File: src/rtl/dac_seq_loader.sv
// Byte-command loader for the 8-bit waveform DAC sequencer. It stages tables and config in
// shadow registers, commits them atomically, and drives the set gate. Optional: LOADER_TIMEOUT_EN.
module dac_seq_loader #(
  parameter int DEPTH       = 10,
  parameter int CNT_W       = 16,
  parameter int TIMEOUT_CYC = 1000
) (
  input  logic               clk,
  input  logic               rst_n,
  input  logic [7:0]         rx_data,
  input  logic               rx_valid,
  output logic               rx_ready,
  output logic [DEPTH*8-1:0] up,
  output logic [DEPTH*8-1:0] down,
  output logic [7:0]         up_states,
  output logic [7:0]         down_states,
  output logic [7:0]         idle,
  output logic               en,
  output logic               set,
  output logic               busy,
  output logic               cmd_err
);
  localparam int IDX_W = (DEPTH > 1) ? $clog2(DEPTH) : 1;

  localparam logic [7:0] CMD_UP   = 8'h01;
  localparam logic [7:0] CMD_DOWN = 8'h02;
  localparam logic [7:0] CMD_CFG  = 8'h03;
  localparam logic [7:0] CMD_GATE = 8'h04;
  localparam logic [7:0] CMD_ENA  = 8'h05;
  localparam logic [7:0] CMD_TRIG = 8'h06;

  typedef enum logic [1:0] {ST_CMD = 2'd0, ST_PAYLOAD = 2'd1, ST_COMMIT = 2'd2} state_t;
  typedef enum logic [1:0] {G_STOP = 2'd0, G_CONT_HI = 2'd1, G_CONT_LO = 2'd2, G_SHOT = 2'd3} gate_t;

  if (TIMEOUT_CYC < 1 || DEPTH < 1 || DEPTH > 255) begin : g_param_check
    $error("dac_seq_loader: DEPTH must be 1..255 and TIMEOUT_CYC positive");
  end

  state_t             state_r;
  gate_t              gate_r;
  logic [7:0]         cmd_r;
  logic [IDX_W-1:0]   idx_r;
  logic [IDX_W-1:0]   last_r;
  logic [7:0]         sh_r [DEPTH];
  logic [DEPTH*8-1:0] up_r, down_r;
  logic [7:0]         up_states_r, down_states_r, idle_r;
  logic [CNT_W-1:0]   h_cfg_r, l_cfg_r, cnt_r, len_r;
  logic               en_r, set_r, busy_r, cmd_err_r, rx_ready_r;
  logic               accept_s, commit_s;

  function automatic logic [IDX_W-1:0] last_idx(input logic [7:0] c);
    case (c)
      CMD_UP, CMD_DOWN: last_idx = IDX_W'(DEPTH - 1);
      CMD_CFG:          last_idx = IDX_W'(2);
      CMD_GATE:         last_idx = IDX_W'(3);
      default:          last_idx = IDX_W'(0);
    endcase
  endfunction

  function automatic logic has_payload(input logic [7:0] c);
    case (c)
      CMD_UP, CMD_DOWN, CMD_CFG, CMD_GATE, CMD_ENA: has_payload = 1'b1;
      default:                                      has_payload = 1'b0;
    endcase
  endfunction

  function automatic logic [7:0] clamp_states(input logic [7:0] v);
    if (v == 8'd0)              clamp_states = 8'd1;
    else if (v > 8'(DEPTH))     clamp_states = 8'(DEPTH);
    else                        clamp_states = v;
  endfunction

  function automatic logic [CNT_W-1:0] phase_len(input logic [CNT_W-1:0] v);
    phase_len = (v == '0) ? CNT_W'(1) : v;
  endfunction

  assign accept_s = rx_valid && rx_ready_r;
  assign commit_s = (state_r == ST_COMMIT);

`ifdef LOADER_TIMEOUT_EN
  localparam int TO_W = $clog2(TIMEOUT_CYC + 1);
  logic [TO_W-1:0] idle_cnt_r;
  logic            timeout_s;

  assign timeout_s = (state_r == ST_PAYLOAD) && !accept_s && (idle_cnt_r == TO_W'(TIMEOUT_CYC - 1));

  // Payload inactivity counter; cleared by every accepted byte and outside PAYLOAD.
  always_ff @(posedge clk or negedge rst_n) begin
    if (!rst_n) begin
      idle_cnt_r <= '0;
    end else if (state_r == ST_PAYLOAD && !accept_s && !timeout_s) begin
      idle_cnt_r <= idle_cnt_r + TO_W'(1);
    end else begin
      idle_cnt_r <= '0;
    end
  end
`else
  logic timeout_s;
  assign timeout_s = 1'b0;
`endif

  // Command FSM: decode, shadow capture and the single-cycle atomic commit.
  always_ff @(posedge clk or negedge rst_n) begin
    if (!rst_n) begin
      state_r       <= ST_CMD;
      cmd_r         <= 8'h00;
      idx_r         <= '0;
      last_r        <= '0;
      rx_ready_r    <= 1'b1;
      busy_r        <= 1'b0;
      cmd_err_r     <= 1'b0;
      up_r          <= '0;
      down_r        <= '0;
      up_states_r   <= 8'd1;
      down_states_r <= 8'd1;
      idle_r        <= 8'h00;
      h_cfg_r       <= '0;
      l_cfg_r       <= '0;
      en_r          <= 1'b0;
      for (int k = 0; k < DEPTH; k++) sh_r[k] <= 8'h00;
    end else begin
      cmd_err_r <= 1'b0;
      case (state_r)
        ST_CMD: begin
          if (accept_s) begin
            cmd_r  <= rx_data;
            idx_r  <= '0;
            last_r <= last_idx(rx_data);
            if (rx_data == CMD_TRIG) begin
              state_r    <= ST_COMMIT;
              rx_ready_r <= 1'b0;
              busy_r     <= 1'b1;
            end else if (has_payload(rx_data)) begin
              state_r <= ST_PAYLOAD;
              busy_r  <= 1'b1;
            end else begin
              cmd_err_r <= 1'b1;
            end
          end
        end
        ST_PAYLOAD: begin
          if (accept_s) begin
            sh_r[idx_r] <= rx_data;
            if (idx_r == last_r) begin
              state_r    <= ST_COMMIT;
              rx_ready_r <= 1'b0;
            end else begin
              idx_r <= idx_r + IDX_W'(1);
            end
          end else if (timeout_s) begin
            state_r   <= ST_CMD;
            busy_r    <= 1'b0;
            cmd_err_r <= 1'b1;
          end
        end
        ST_COMMIT: begin
          state_r    <= ST_CMD;
          rx_ready_r <= 1'b1;
          busy_r     <= 1'b0;
          case (cmd_r)
            CMD_UP:   for (int k = 0; k < DEPTH; k++) up_r[8*k +: 8] <= sh_r[k];
            CMD_DOWN: for (int k = 0; k < DEPTH; k++) down_r[8*k +: 8] <= sh_r[k];
            CMD_CFG: begin
              up_states_r   <= clamp_states(sh_r[0]);
              down_states_r <= clamp_states(sh_r[1]);
              idle_r        <= sh_r[2];
            end
            CMD_GATE: begin
              h_cfg_r <= CNT_W'({sh_r[1], sh_r[0]});
              l_cfg_r <= CNT_W'({sh_r[3], sh_r[2]});
            end
            CMD_ENA: en_r <= sh_r[0][0];
            default: ;
          endcase
        end
        default: begin
          state_r    <= ST_CMD;
          rx_ready_r <= 1'b1;
          busy_r     <= 1'b0;
        end
      endcase
    end
  end

  // Gate generator. Phase length is latched at each phase start, so a new H/L only
  // applies from the next boundary. Any enable commit other than en=1,cont=1 stops it.
  always_ff @(posedge clk or negedge rst_n) begin
    if (!rst_n) begin
      gate_r <= G_STOP;
      set_r  <= 1'b0;
      cnt_r  <= '0;
      len_r  <= CNT_W'(1);
    end else if (commit_s && cmd_r == CMD_ENA) begin
      cnt_r <= '0;
      if (sh_r[0][1:0] == 2'b11) begin
        gate_r <= G_CONT_HI;
        set_r  <= 1'b1;
        len_r  <= phase_len(h_cfg_r);
      end else begin
        gate_r <= G_STOP;
        set_r  <= 1'b0;
      end
    end else if (commit_s && cmd_r == CMD_TRIG && en_r &&
                 gate_r != G_CONT_HI && gate_r != G_CONT_LO) begin
      gate_r <= G_SHOT;
      set_r  <= 1'b1;
      cnt_r  <= '0;
      len_r  <= phase_len(h_cfg_r);
    end else if (gate_r == G_STOP) begin
      set_r <= 1'b0;
    end else if (cnt_r == len_r - CNT_W'(1)) begin
      cnt_r <= '0;
      case (gate_r)
        G_CONT_HI: begin
          gate_r <= G_CONT_LO;
          set_r  <= 1'b0;
          len_r  <= phase_len(l_cfg_r);
        end
        G_CONT_LO: begin
          gate_r <= G_CONT_HI;
          set_r  <= 1'b1;
          len_r  <= phase_len(h_cfg_r);
        end
        default: begin
          gate_r <= G_STOP;
          set_r  <= 1'b0;
        end
      endcase
    end else begin
      cnt_r <= cnt_r + CNT_W'(1);
    end
  end

  assign rx_ready    = rx_ready_r;
  assign up          = up_r;
  assign down        = down_r;
  assign up_states   = up_states_r;
  assign down_states = down_states_r;
  assign idle        = idle_r;
  assign en          = en_r;
  assign set         = set_r;
  assign busy        = busy_r;
  assign cmd_err     = cmd_err_r;
endmodule

File: config.mk
export PLATFORM = sky130hd
export DESIGN_NAME = dac_seq_loader
export DESIGN_NICKNAME = d
export VERILOG_FILES = /design/src/rtl/dac_seq_loader.sv
export SDC_FILE = /design/constraint.sdc
export NUM_CORES = 1
export LEC_CHECK = 0
export BUFFER_PORTS_ARGS = -buffer_cell sky130_fd_sc_hd__buf_2
export CAP_MARGIN = 15
export CELL_PAD_IN_SITES_DETAIL_PLACEMENT = 1
export CELL_PAD_IN_SITES_GLOBAL_PLACEMENT = 1
export CORE_MARGIN = 2
export CORE_UTILIZATION = 25
export DETAILED_ROUTE_END_ITERATION = 16
export PLACE_DENSITY = 0.49
export SLEW_MARGIN = 20
export SYNTH_ARGS = -nofsm -noshare
export SYNTH_HDL_FRONTEND = slang
export SYNTH_SLANG_ARGS = --single-unit
File: constraint.sdc
create_clock -name clk -period 8.2 [get_ports clk]
set_input_delay 0.82 -clock clk [delete_from_list [all_inputs] [get_ports clk]]
set_output_delay 0.82 -clock clk [all_outputs]
set_load 0.1 [all_outputs]
==> flow_metrics.env, run 1 <==
export IMPL_path_cells="inv_1 > ha_1 > nor4b_1 > nand3_1 > xnor2_1 > nand4b_1 > nand4bb_1 > o21ai_0 > mux2_2"
export IMPL_area_growth_synth_to_final_pct=22.24
export IMPL_slew_headroom_pct=34.74
export IMPL_synth_distinct_cells=60
export IMPL_synth_cells=1071
export IMPL_power_mw=4.245
export IMPL_postCtsHoldBufs=0
export IMPL_clock_path_buffers=3
export IMPL_routed_wl_um=42090
export IMPL_root_buffer="clkbuf_16"
export IMPL_tritoncts="done"
export IMPL_top_layer="met5"
export IMPL_synth_avg_cell_area_um2=13.76
export IMPL_async_reset_ff_share_pct=100.0
export IMPL_drt_pre_antenna_iters=4
export IMPL_critPathRequiredTime_ns=8.65
export IMPL_hold_viol_final=0
export IMPL_rows=88
export IMPL_skew_ns=0.01293
export IMPL_rsz0062_at_grt="false"
export IMPL_end_kind="flip-flop"
export IMPL_route_detailed_drc=0
export IMPL_critPathBufInv=1
export IMPL_grt_first_pass_wirelength_um=64790
export IMPL_synth_top_area_cell="dfrtp_1"
export IMPL_intPower_mw=3.129
export IMPL_grt_ovfl_total=0
export IMPL_postRouteAntennaNets=0
export IMPL_ys_warn_count=0
export IMPL_critPathMaxFanout=14
export IMPL_outcome="complete, no violations"
export IMPL_wl_per_cell_um=20.36
export IMPL_grt_usage_pct=14.00
export IMPL_cts_resized=0
export IMPL_met3_length_um=2611
export IMPL_synth_most_common_cell="dfrtp_1"
export IMPL_clk_latency_ns=0.56
export IMPL_cts_sinks=352
export IMPL_antenna_found_initial=2
export IMPL_core_mm2=0.05803
export IMPL_multiInputGateArea_mm2=0.005618
export IMPL_p_leak_nw=9.273
export IMPL_start_util_pct=25.39
export IMPL_critPathKind="reg -> reg"
export IMPL_vias_per_cell=4.518
export IMPL_synth_flop_cell="dfrtp_1"
export IMPL_period_share_pct=43.06
export IMPL_seq_area_mm2=0.008813
export IMPL_synthTopCellsByCount="348 x dfrtp_1, 302 x mux2_2, 65 x nand2_1"
export IMPL_vias=9338
export IMPL_finalCriticalPeriod_ns=3.531
export IMPL_place_congestion=0.7477
export IMPL_ir_worst_vdd_mv=0.1919
export IMPL_drive_gt1_share_pct=46.54
export IMPL_port_buffers=199
export IMPL_met2WireLength_um=20660
export IMPL_first_global_vias=10222
export IMPL_drv_cap=0
export IMPL_syn_nets=1092
export IMPL_seq_power_share_pct=44.8
export IMPL_synth_area_leaders="dfrtp_1 59%, mux2_2 23%, nand2_1 1.7%, nor2_1 1.1%, clkbuf_1 1.1%"
export IMPL_numCtsBuffers=42
export IMPL_htree_levels=2
export IMPL_synth_seq_cells=352
export IMPL_wl_met1_um=17920
export IMPL_dpl_hpwl_um=28610
export IMPL_startpoint_type="flip-flop"
export IMPL_slowest_delay_ns=0.65
export IMPL_die_w_um=246.8
export IMPL_power_frac_clock_pct=47.1
export IMPL_num_fill_cells=6187
export IMPL_slew_viol_final=0
export IMPL_hp_class="in -> async"
export IMPL_yosysSeqAreaShare_pct=59.82
export IMPL_fin_tns_setup_ns=0
export IMPL_worst_pin_slew_ns=0.9789
export IMPL_cpMaxStageDelayCell="nand4bb_1"
export IMPL_netlist_area_mm2=0.01473
export IMPL_dieHeight_um=246.8
export IMPL_synth_edff_count=0
export IMPL_grt_max_degree=91
export IMPL_cp_arrival_ns=3.98
export IMPL_p_sw_mw=1.116
export IMPL_crit_family="simple AND/OR/NAND/NOR gates"
export IMPL_fin_nets=1289
export IMPL_cts_setup_buffers=0
export IMPL_clock_fmax_mhz=283.2
export IMPL_switching_share_pct=26.29
export IMPL_finalSetupViolations=0
export IMPL_pwr_share_comb_pct=8.0
export IMPL_cellPowerDensity_mw_per_mm2=235.7
export IMPL_die_area_mm2=0.06089
export IMPL_drtIter0Drc=329
export IMPL_io_pins=200
export IMPL_yosys_area_top_type_share_pct=59.11
export IMPL_diodes=0
export IMPL_clk_pin_slew_ns=0.06
state kept, by name (all words and copies together), names as in the netlist, 16 cells and up:
| signal | flops |
|---|---|
| sh_r | 80 |
| h_cfg_r | 16 |
| down | 80 |
| l_cfg_r | 16 |
| cnt_r | 16 |
| up | 80 |
| len_r | 16 |
power by group through the flow:
stage | sequential [mW] | clock, mW | combinational [mW]
floorplan | 1.98 | 0 | 0.151
global placement | 1.93 | 0 | 0.343
detailed placement | 1.93 | 0 | 0.350
CTS | 1.90 | 2.06 | 0.351
global route | 1.91 | 2.13 | 0.381
finish | 1.90 | 2.00 | 0.341
final timing paths:
kind                                start             end  slack [ns]  depth (start not counted)
setup / recovery                 len_r[1]       gate_r[1]        4.67                          9
hold / removal                      rst_n    up_states[5]        0.26                          1
setup reg to reg                 len_r[1]       gate_r[1]        4.67                          9
hold reg to reg            down_states[0]  down_states[0]        0.47                          2
max in group asynchronous           rst_n          up[40]        6.06                          3
min in group clk           down_states[0]  down_states[0]        0.47                          2
area by class of cell:
class	instances	area share, %
Clock inverter	14	1.362
Inverter	12	0.2501
Multi-Input combinational cell	649	31.19
Sequential cell	352	48.94
Clock buffer	64	6.857
Tap cell	765	5.315
Timing Repair Buffer	211	6.086
per-stage QoR:
stage / util [%] / hold WS, ns / cell area [µm²] / instances / setup slack, ns
final: 31.04 / 0.2553 / 18010 / 2067 / 4.669
after global routing: 31.04 / 0.2934 / 18010 / 2067 / 4.292
after CTS: 31.04 / 0.2869 / 18010 / 2067 / 4.640
after detailed placement: 28.49 / 0.4656 / 16530 / 1989 / 4.646
after global placement: 28.49 / 0.4600 / 16530 / 1989 / 4.797
after floorplan: - / 0.4473 / 14730 / 1071 / 5.446
metal layers:
layer,vias to the layer above,global-route usage (%)
met5,-,0
met4,2,3.437
met3,60,4.330
met2,164,23.66
met1,4914,17.36
li1,4198,-
layout by cell type, fill, tap and decap left out, types with 5 or more instances in the layout:
cell	count
dfrtp_1	348
mux2_2	302
buf_2	198
nand2_1	65
clkbuf_16	43
nor2_1	42
nand3_1	27
nor3_1	18
o21ai_0	17
xnor2_1	17
and2_1	13
xor2_1	13
nor4_1	13
clkbuf_1	13
inv_1	12
a21oi_1	12
buf_4	12
ha_1	10
mux2i_1	9
nand4_1	8
clkbuf_8	8
mux2_4	7
and3_1	6
bufinv_16	6
or3_1	5
cell families (layout without fill, tap and decap cells):
kind of cell / count (synthesis) / count (layout) / share of synthesized area, %
buf+inv: 70 / 301 / 2.132
compound gates: 55 / 55 / 2.539
flops: 352 / 352 / 59.82
simple gates: 236 / 236 / 8.467
fa+ha+maj: 10 / 10 / 0.8493
xor+xnor: 30 / 30 / 1.783
mux: 318 / 318 / 24.41
Note: power is estimated with default switching activity, not from simulation.
==> run 2, diff against run 1 <==
Settings changed: ABC_AREA set to 1, PLACE_DENSITY 0.49 to 0.51.
Clock period 8.2 ns to 3.5 ns, I/O delays scaled along.
==> flow_metrics.env, run 2 <==
export IMPL_drt_pre_antenna_iters=4
export IMPL_die_area_mm2=0.06038
export IMPL_synth_avg_cell_area_um2=9.011
export IMPL_netlist_area_mm2=0.01461
export IMPL_hold_start="rx_data[1]"
export IMPL_fin_cells=2612
export IMPL_hold_path_end="cmd_r[1]"
export IMPL_critPathMaxFanout=20
export IMPL_slew_headroom_pct=43.89
export IMPL_hp_class="in -> reg"
export IMPL_first_global_vias=12292
export IMPL_htree_levels=2
export IMPL_grt_ovfl_total=0
export IMPL_routed_wl_um=45490
export IMPL_synth_distinct_cells=36
export IMPL_dpl_hpwl_um=32010
export IMPL_fin_nets=1834
export IMPL_worst_pin_slew_ns=0.8371
export IMPL_setup_ws_ns=0.9365
export IMPL_die_w_um=245.7
export IMPL_postRouteAntennaNets=0
export IMPL_timing_rr_end="len_r[1]"
export IMPL_most_common_layout_cells="429 x nand2_1, 348 x dfrtp_1, 305 x o21ai_0, 198 x buf_2, 187 x inv_1"
export IMPL_grt_usage_pct=15.40
export IMPL_min_path_cells=3
export IMPL_ir_worst_vdd_mv=0.3952
export IMPL_vias_per_cell=4.353
export IMPL_clock_fmax_mhz=390.1
export IMPL_layout_commonest_cell="nand2_1"
export IMPL_startpoint_type="flip-flop"
export IMPL_grt_first_pass_wirelength_um=72080
export IMPL_cts_resized=0
export IMPL_grt_max_degree=74
export IMPL_synthTopCellsByCount="430 x nand2_1, 348 x dfrtp_1, 305 x o21ai_0"
export IMPL_diodes=0
export IMPL_dp_cells=2530
export IMPL_slew_viol_final=0
export IMPL_drv_cap=0
export IMPL_clock_path_buffers=3
export IMPL_vias=11369
export IMPL_p_leak_nw=9.005
export IMPL_rows=88
export IMPL_critPathRequiredTime_ns=3.96
export IMPL_fin_util_pct=31.08
export IMPL_cellPowerDensity_mw_per_mm2=716.3
export IMPL_power_mw=12.84
export IMPL_synth_flop_cell="dfrtp_1"
export IMPL_synth_area_leaders="dfrtp_1 60%, nand2_1 11%, o21ai_0 10%, inv_1 4.8%, nor2_1 2.0%"
export IMPL_wl_per_cell_um=17.42
export IMPL_finalSetupViolations=0
export IMPL_synth_cells=1621
export IMPL_synth_seq_cells=352
export IMPL_synth_edff_count=0
export IMPL_antenna_found_initial=1
export IMPL_syn_nets=1642
export IMPL_finalCriticalPeriod_ns=2.564
export IMPL_route_detailed_drc=0
export IMPL_io_pins=200
export IMPL_root_buffer="clkbuf_16"
export IMPL_dieHeight_um=245.7
export IMPL_yosys_area_top_type_share_pct=59.62
export IMPL_reg2reg_setup_slack_ns=0.94
export IMPL_skew_ns=0.01872
export IMPL_cts_sinks=352
export IMPL_reg2reg_from="gate_r[0]"
export IMPL_synth_top_area_cell="dfrtp_1"
export IMPL_port_buffers=199
export IMPL_cp_arrival_ns=3.02
export IMPL_fin_tns_setup_ns=0
export IMPL_place_ws_ns=0.8872
export IMPL_critPathKind="reg -> reg"
export IMPL_hold_viol_final=0
export IMPL_tritoncts="done"
export IMPL_yosysSeqAreaShare_pct=60.34
export IMPL_ys_warn_count=0
export IMPL_area_growth_synth_to_final_pct=22.76
export IMPL_place_congestion=0.7964
export IMPL_rsz0062_at_grt="false"
export IMPL_start_util_pct=25.32
export IMPL_numCtsBuffers=44
export IMPL_drive_gt1_share_pct=17.43
export IMPL_num_fill_cells=6808
export IMPL_outcome="complete, no violations"
export IMPL_drtIter0Drc=517
export IMPL_r2r_cells=14
export IMPL_clk_latency_ns=0.58
export IMPL_period_share_pct=73.24
export IMPL_end_kind="flip-flop"
export IMPL_core_mm2=0.05770
export IMPL_clk_pin_slew_ns=0.06
export IMPL_async_reset_ff_share_pct=100.0
export IMPL_synth_most_common_cell="nand2_1"
[run 2: cell types whose count changed after synthesis, sizes merged, moves of 16 or more]
cell / before / now
o21ai: 17 / 310
mux2: 309 / 0
inv: 12 / 192
clkbuf: 43 / 65
nand2: 65 / 437
nand3: 27 / 43
nor2: 44 / 85
[run 2: layout make-up]
cell class	count	area, µm²	area share [%]
Inverter	193	724.4	4.040
Multi-Input combinational cell	1003	4790	26.71
Tap cell	765	957.2	5.338
Timing Repair Buffer	219	1211	6.755
Clock inverter	17	171.4	0.9560
Clock buffer	63	1264	7.048
Sequential cell	352	8813	49.15
[run 2: worst max-delay path: stages, from the launching register on]
cell and delay [ns]:
dfrtp_1 0.40, inv_1 0.08, ha_1 0.24, inv_1 0.07, nand3b_1 0.08, nor2_1 0.10
nand3_1 0.11, nand2_2 0.14, inv_2 0.09, nand2_4 0.19, nand2_2 0.10, nor2_4 0.28
nand2_2 0.33, nand2_1 0.16, o21ai_2 0.06
[run 2: timing repair]
action	4_1_cts	5_1_grt
hold buffers	2	0
hold endpoints to repair	66	0
buffers inserted	0	0
endpoints found under the setup margin	0	0
[run 2: logic make-up (layout without fill, tap and decap cells)]
logic type                 Yosys count  count (layout)  synth area share, %
and+or+nand+nor                    613             613                17.48
DFF                                352             352                60.34
AOI/OAI and AO/OA                  347             347                12.28
buffers and inverters              266             492                7.041
xor gates and xnor gates            31              31                1.859
adders and majority gates           10              10               0.8566
muxes                                2               2               0.1371
[run 2: metrics by stage]
step,hold WS [ns],cell area (µm²)
CTS,0.003746,17930
global route,0.04162,17930
global placement,0.4068,16480
finish,0.03968,17930
detailed placement,0.4136,16480
floorplan,0.05441,14610
[run 2: metal layers]
layer	GRT usage, %	vias to the layer above	wire length [µm]
met1	19.81	5597	20710
met2	26.59	162	22310
met5	0	-	0
met3	2.630	52	1664
met4	4.207	0	803
li1	-	5558	-
[run 2: worst max-delay path by stage]
stage | start | end | cells after the start | slack (ns)
3_5_place_dp | gate_r[0] | len_r[1] | 14 | 0.89
5_1_grt | gate_r[0] | len_r[4] | 15 | 0.60
4_1_cts | gate_r[0] | len_r[1] | 14 | 0.88
3_3_place_gp | gate_r[0] | len_r[1] | 14 | 0.99
2_1_floorplan | en | len_r[2] | 12 | 1.33
6_report | gate_r[0] | len_r[1] | 14 | 0.94
[run 2: report_power, final]
part | switching [mW] | total (mW) | internal, mW | leakage (nW)
combinational | 2.53 | 3.12 | 0.590 | 3.48
sequential | 0.456 | 5.20 | 4.74 | 4.81
clock | 1.85 | 4.53 | 2.68 | 0.713
total | 4.84 | 12.8 | 8.01 | 9.00
